File: src/rtl/btb_datapath_pkg.sv
// btb_types: shared widths, types and address/PLRU helpers for the BTB datapath.
package btb_types;
   localparam int SET_BITS = 3;
   localparam int ADDR_W = 32;
   localparam int OFS_BITS = 2;
   localparam int TAG_W = ADDR_W - OFS_BITS - SET_BITS;
   localparam int NSETS = 1 << SET_BITS;
   typedef logic [TAG_W-1:0] btb_tag_t;
   typedef logic [SET_BITS-1:0] btb_idx_t;
   typedef logic [2:0] btb_plru_t;
   function automatic btb_idx_t get_idx(input logic [ADDR_W-1:0] pc);
      return pc[OFS_BITS +: SET_BITS];
   endfunction
   function automatic btb_tag_t get_tag(input logic [ADDR_W-1:0] pc);
      return pc[ADDR_W-1:OFS_BITS+SET_BITS];
   endfunction
   // bit0 points away from the touched pair; bit1/bit2 record which way of the pair was touched
   function automatic btb_plru_t plru_next(input btb_plru_t plru, input logic [1:0] way);
      return way[1] ? {way[0], plru[1], 1'b1} : {plru[2], way[0], 1'b0};
   endfunction
endpackage

File: src/rtl/btb_way.sv
// btb_way: one way of the BTB -- per-set valid/tag/target with a fetch and a writeback compare port.
module btb_way
   import btb_types::*;
(
   input  logic              clk,
   input  logic              rst_n,
   input  logic              we,
   input  btb_idx_t          w_idx,
   input  btb_tag_t          w_tag,
   input  logic [ADDR_W-1:0] w_target,
   input  btb_idx_t          f_idx,
   input  btb_tag_t          f_tag,
   output logic              f_hit,
   output logic [ADDR_W-1:0] f_target,
   input  btb_idx_t          b_idx,
   input  btb_tag_t          b_tag,
   output logic              b_hit
);
   logic [NSETS-1:0] valid;
   btb_tag_t tag [NSETS];
   logic [ADDR_W-1:0] target [NSETS];
   always_ff @(posedge clk or negedge rst_n)
      if (!rst_n) begin
         valid <= '0;
         for (int i = 0; i < NSETS; i++) begin
            tag[i] <= '0;
            target[i] <= '0;
         end
      end else if (we) begin
         valid[w_idx] <= 1'b1;
         tag[w_idx] <= w_tag;
         target[w_idx] <= w_target;
      end
   assign f_hit = valid[f_idx] && (tag[f_idx] == f_tag);
   assign f_target = {ADDR_W{f_hit}} & target[f_idx];
   assign b_hit = valid[b_idx] && (tag[b_idx] == b_tag);
endmodule

File: src/rtl/btb_datapath.sv
// btb_datapath: 4-way set-associative BTB storage, fetch/writeback compare and per-set tree PLRU.
module btb_datapath
   import btb_types::*;
(
   input  logic              clk,
   input  logic              rst_n,
   input  logic [ADDR_W-1:0] fetch_pc,
   output logic              pc_hit,
   output logic [ADDR_W-1:0] pc_target,
   input  logic [ADDR_W-1:0] wb_pc,
   input  logic [ADDR_W-1:0] wb_target,
   output logic              wb_hit,
   output logic              wb_comp0_out,
   output logic              wb_comp1_out,
   output logic              wb_comp2_out,
   output logic              wb_comp3_out,
   output logic [2:0]        lru_out,
   input  logic              way0_write,
   input  logic              way1_write,
   input  logic              way2_write,
   input  logic              way3_write,
   input  logic              lru_load
);
   logic [3:0] way_we, f_hit, b_hit;
   logic [ADDR_W-1:0] f_target [4];
   btb_plru_t plru [NSETS];
   btb_idx_t w_idx;
   logic [1:0] lru_way;
   assign way_we = {way3_write, way2_write, way1_write, way0_write};
   assign w_idx = get_idx(wb_pc);
   for (genvar g = 0; g < 4; g++) begin : g_way
      btb_way u_way (
         .clk(clk), .rst_n(rst_n), .we(way_we[g]),
         .w_idx(w_idx), .w_tag(get_tag(wb_pc)), .w_target(wb_target),
         .f_idx(get_idx(fetch_pc)), .f_tag(get_tag(fetch_pc)),
         .f_hit(f_hit[g]), .f_target(f_target[g]),
         .b_idx(w_idx), .b_tag(get_tag(wb_pc)), .b_hit(b_hit[g])
      );
   end
   assign pc_hit = |f_hit;
   assign pc_target = f_target[0] | f_target[1] | f_target[2] | f_target[3];
   assign wb_hit = |b_hit;
   assign {wb_comp3_out, wb_comp2_out, wb_comp1_out, wb_comp0_out} = b_hit;
   assign lru_out = plru[w_idx];
   // with illegal multi-strobe writes the lowest strobed way drives the PLRU update
   assign lru_way = way_we[0] ? 2'd0 : way_we[1] ? 2'd1 : way_we[2] ? 2'd2 : 2'd3;
   always_ff @(posedge clk or negedge rst_n)
      if (!rst_n) begin
         for (int i = 0; i < NSETS; i++) plru[i] <= '0;
      end else if (lru_load && |way_we) begin
         plru[w_idx] <= plru_next(plru[w_idx], lru_way);
      end
   a_one_strobe: assert property (@(posedge clk) disable iff (!rst_n) $onehot0(way_we));
endmodule

File: config.mk
export PLATFORM = sky130hd
export DESIGN_NAME = btb_datapath
export DESIGN_NICKNAME = d
export VERILOG_FILES = /design/src/rtl/btb_datapath_pkg.sv /design/src/rtl/btb_way.sv /design/src/rtl/btb_datapath.sv
export SDC_FILE = /design/constraint.sdc
export NUM_CORES = 2
export LEC_CHECK = 0
export CAP_MARGIN = 20
export CORE_ASPECT_RATIO = 1.2
export CORE_MARGIN = 10
export CORE_UTILIZATION = 55
export CTS_CLUSTER_DIAMETER = 40
export CTS_CLUSTER_SIZE = 25
export DETAILED_ROUTE_END_ITERATION = 8
export PLACE_DENSITY = 0.71
export REMOVE_ABC_BUFFERS = 1
export SYNTH_ARGS = -nofsm -noshare
export SYNTH_HDL_FRONTEND = slang
export SYNTH_HIERARCHICAL = 1
export SYNTH_SLANG_ARGS = --single-unit
File: constraint.sdc
create_clock -name clk -period 7.5 [get_ports clk]
set_input_delay 1.5 -clock clk [delete_from_list [all_inputs] [get_ports clk]]
set_output_delay 1.5 -clock clk [all_outputs]
set_load 0.02 [all_outputs]
==> flow_metrics.tcl <==
set metrics [dict create \
    cp.required_ps 6000 \
    fin_crit_sh 0.967 \
    cp.depth 12 \
    fin_ws_ps 250 \
    synthTopCellsByArea "dfrtp_1 49%, mux2_2 23%, mux4_2 11%, mux2i_1 5.1%, nor4_2 1.5%" \
    yosys.area.top_type_share 0.491 \
    worstPathArrival_ps 5750 \
    grt_pass1_vias 66700 \
    die_w_um 407 \
    ys_seq_area_frac 0.491 \
    postSynthAreaPerCell_um2 14.7 \
    placementRows 170 \
    r2r-start "plru[1]$_DFFE_PN0P_" \
    critical_path.top_delay_family "simple AND/OR/NAND/NOR gates" \
    cts_resized 0 \
    layout_commonest_cell "mux2_2" \
    grt_antenna_before_repair 15 \
    clock_path_buffers 3 \
    status "finished, final reports clean" \
    wl_mm 301 \
    timing.max_cap.violations 0 \
    postCtsSetupBuffers 0 \
    yosysUniqueCellTypes 58 \
    worstSetupEndpoint "pc_target[2]" \
    skew_ps 58.6 \
    netlist_instances 6715 \
    post-route-min-period_ps 7250 \
    reg2reg_to "plru[19]$_DFFE_PN0P_" \
    core_um2 179000 \
    critPathCaptureType "primary output" \
    gr-total-overflow 0 \
    dpl.hpwl_mm 186 \
    crit_fanout 34 \
    critPathKind "in -> out" \
    fin_setup_tns_ps 0 \
    worst-path-buf-inv 5 \
    async_flop_share 1.00 \
    yosysTopAreaCell "dfrtp_1" \
    cts_max_level 4 \
    drive_gt1_frac 0.495 \
    cts_buffers 237 \
    rr_worst_depth 4 \
    grt_pass1_wl_mm 447 \
    final_cell_mix "2038 x mux2_2, 1944 x dfrtp_1, 505 x mux2i_1" \
    p_leak_nw 47.3 \
    die_area_um2 198000 \
    chipHeight_um 485 \
    finalMaxSlewViolations 0 \
    syn2layout_area_growth_pct 14.3 \
    hold_class "reg -> reg" \
    cp-start-kind "input port" \
    rrSetupSlack_ps 5890 \
    place_congestion 0.910 \
    clockRootBuffer "clkbuf_16" \
    rsz0062_at_grt "false" \
    irDropWorstVdd_mv 0.289 \
    clkSlewWorstSetupHoldPaths_ps 70 \
    cpMaxStageDelayCell "nor2b_1" \
    tightest_slew_ps 1130 \
    io_buffers 139 \
    finalHoldViolations 0 \
    crit_top_cell "buf_4" \
    slew_headroom 0.246 \
    drc 0 \
    setup_violations 0 \
    io_pins 144 \
    cp_cell_sequence "buf_8 -> buf_12 -> nor2b_1 -> a22oi_1 -> and3_1 -> o22a_1 -> nand4_1 -> buf_4 -> buf_4 -> nor4_2 -> or4_1 -> buf_4" \
    antenna_left 0 \
    synth_seq_cells 1944 \
    via_per_inst 6.64 \
    wire_per_inst_um 31.5 \
    synth_warnings 6 \
    clock_latency_ps 890 \
    drt_pass1_iterations 6 \
    drt_iter0_drc 5839 \
    grt_max_degree 193 \
    crit_start "fetch_pc[2]" \
    clock_sinks 1944 \
    pre_cts_slack_ps 412 \
    synth_edf_count 0 \
    nNetsFinal 7027 \
    start_util 0.554 \
    ys.flop_type "dfrtp_1" \
    fmax_mhz 138 \
    post_cts_hold_buffer_count 0 \
    powerDensity_nw_per_um2 293 \
    cts_tree "built" \
    routed-via-count 63400 \
    slowest_delay_ps 710 \
    syn-cell-area_um2 99000 \
    track_usage 0.301 \
]
final cells by class:
| cell class | instances | area (um2) |
|---|---|---|
| multi-input combinational | 4252 | 48100 |
| clock inverter | 180 | 2210 |
| fill | 13200 | 65700 |
| inverter | 7 | 26.3 |
| sequential | 1944 | 48600 |
| tap | 2408 | 3010 |
| timing repair buffer | 482 | 4870 |
| antenna | 7 | 17.5 |
| clock buffer | 270 | 6290 |
routing by layer:
| layer | vias to the layer above | GRT usage | part of all wire |
|---|---|---|---|
| li1 | 26200 | - | - |
| met1 | 34000 | 0.386 | 0.40 |
| met2 | 2472 | 0.486 | 0.48 |
| met3 | 790 | 0.0604 | 0.071 |
| met4 | 10 | 0.152 | 0.056 |
| met5 | - | 0 | 0.00020 |
through the flow:
stage          instances  area (um2)  hold slack [ps]   util  power, W
2_1_floorplan       6203       96700              446      -    0.0185
3_3_place_gp        9079      104000              462  0.583    0.0208
3_5_place_dp        9080      104000              469  0.583    0.0211
4_1_cts             9530      113000              488  0.631    0.0333
5_1_grt             9546      113000              501  0.633    0.0345
6_report            9550      113000              483  0.633    0.0332
state kept, by name, indices dropped and copies added, names as in the netlist:
signal,count
g_way.u_way/target,1024
g_way.u_way/tag,864
g_way.u_way/valid,32
plru,24
where the power goes:
group | switching [W] | internal [W] | leakage, nW
logic | 0.00307 | 0.00382 | 19.9
clock network | 0.00503 | 0.00712 | 4.12
registers | 0.00139 | 0.0128 | 23.3
total | 0.00949 | 0.0237 | 47.3
worst register-to-register path: stages, from the launching register on:
cell     delay, ps
dfrtp_1        380
mux2i_1        150
o22ai_1        120
o41a_1         540
mux2_2         310
worst min-delay path by stage:
stage	startpoint	to	slack, ps	cells past startpoint
floorplan	g_way[0].u_way/valid[6]$_DFFE_PN0P_	g_way[0].u_way/valid[6]$_DFFE_PN0P_	450	1
global placement	g_way[1].u_way/valid[6]$_DFFE_PN0P_	g_way[1].u_way/valid[6]$_DFFE_PN0P_	460	1
detailed placement	g_way[1].u_way/valid[7]$_DFFE_PN0P_	g_way[1].u_way/valid[7]$_DFFE_PN0P_	470	1
CTS	g_way[2].u_way/valid[2]$_DFFE_PN0P_	g_way[2].u_way/valid[2]$_DFFE_PN0P_	490	1
global route	plru[8]$_DFFE_PN0P_	plru[8]$_DFFE_PN0P_	500	1
finish	g_way[1].u_way/valid[7]$_DFFE_PN0P_	g_way[1].u_way/valid[7]$_DFFE_PN0P_	480	1
logic make-up (layout without fill, tap and decap cells):
group | after synthesis | after routing | synth area share
buffers and inverters | 519 | 939 | 0.0243
other | 0 | 7 | 0
xor gates and xnor gates | 112 | 112 | 0.00990
DFF | 1944 | 1944 | 0.491
and+or+nand+nor | 726 | 726 | 0.0505
AOI/OAI and AO/OA | 370 | 370 | 0.0275
muxes | 3044 | 3044 | 0.397
synthesized netlist by cell type (all sizes together), types with 35 or more instances:
| cell type | n |
|---|---|
| and3 | 76 |
| mux4 | 497 |
| xor2 | 60 |
| mux2 | 2041 |
| or4 | 35 |
| nand2 | 115 |
| xnor2 | 52 |
| a22oi | 192 |
| dfrtp | 1944 |
| buf | 203 |
| clkbuf | 309 |
| mux2i | 506 |
| a21oi | 76 |
| nor4 | 148 |
| nand3 | 143 |
| nand2b | 54 |
Note: power is estimated with default switching activity, not from simulation.
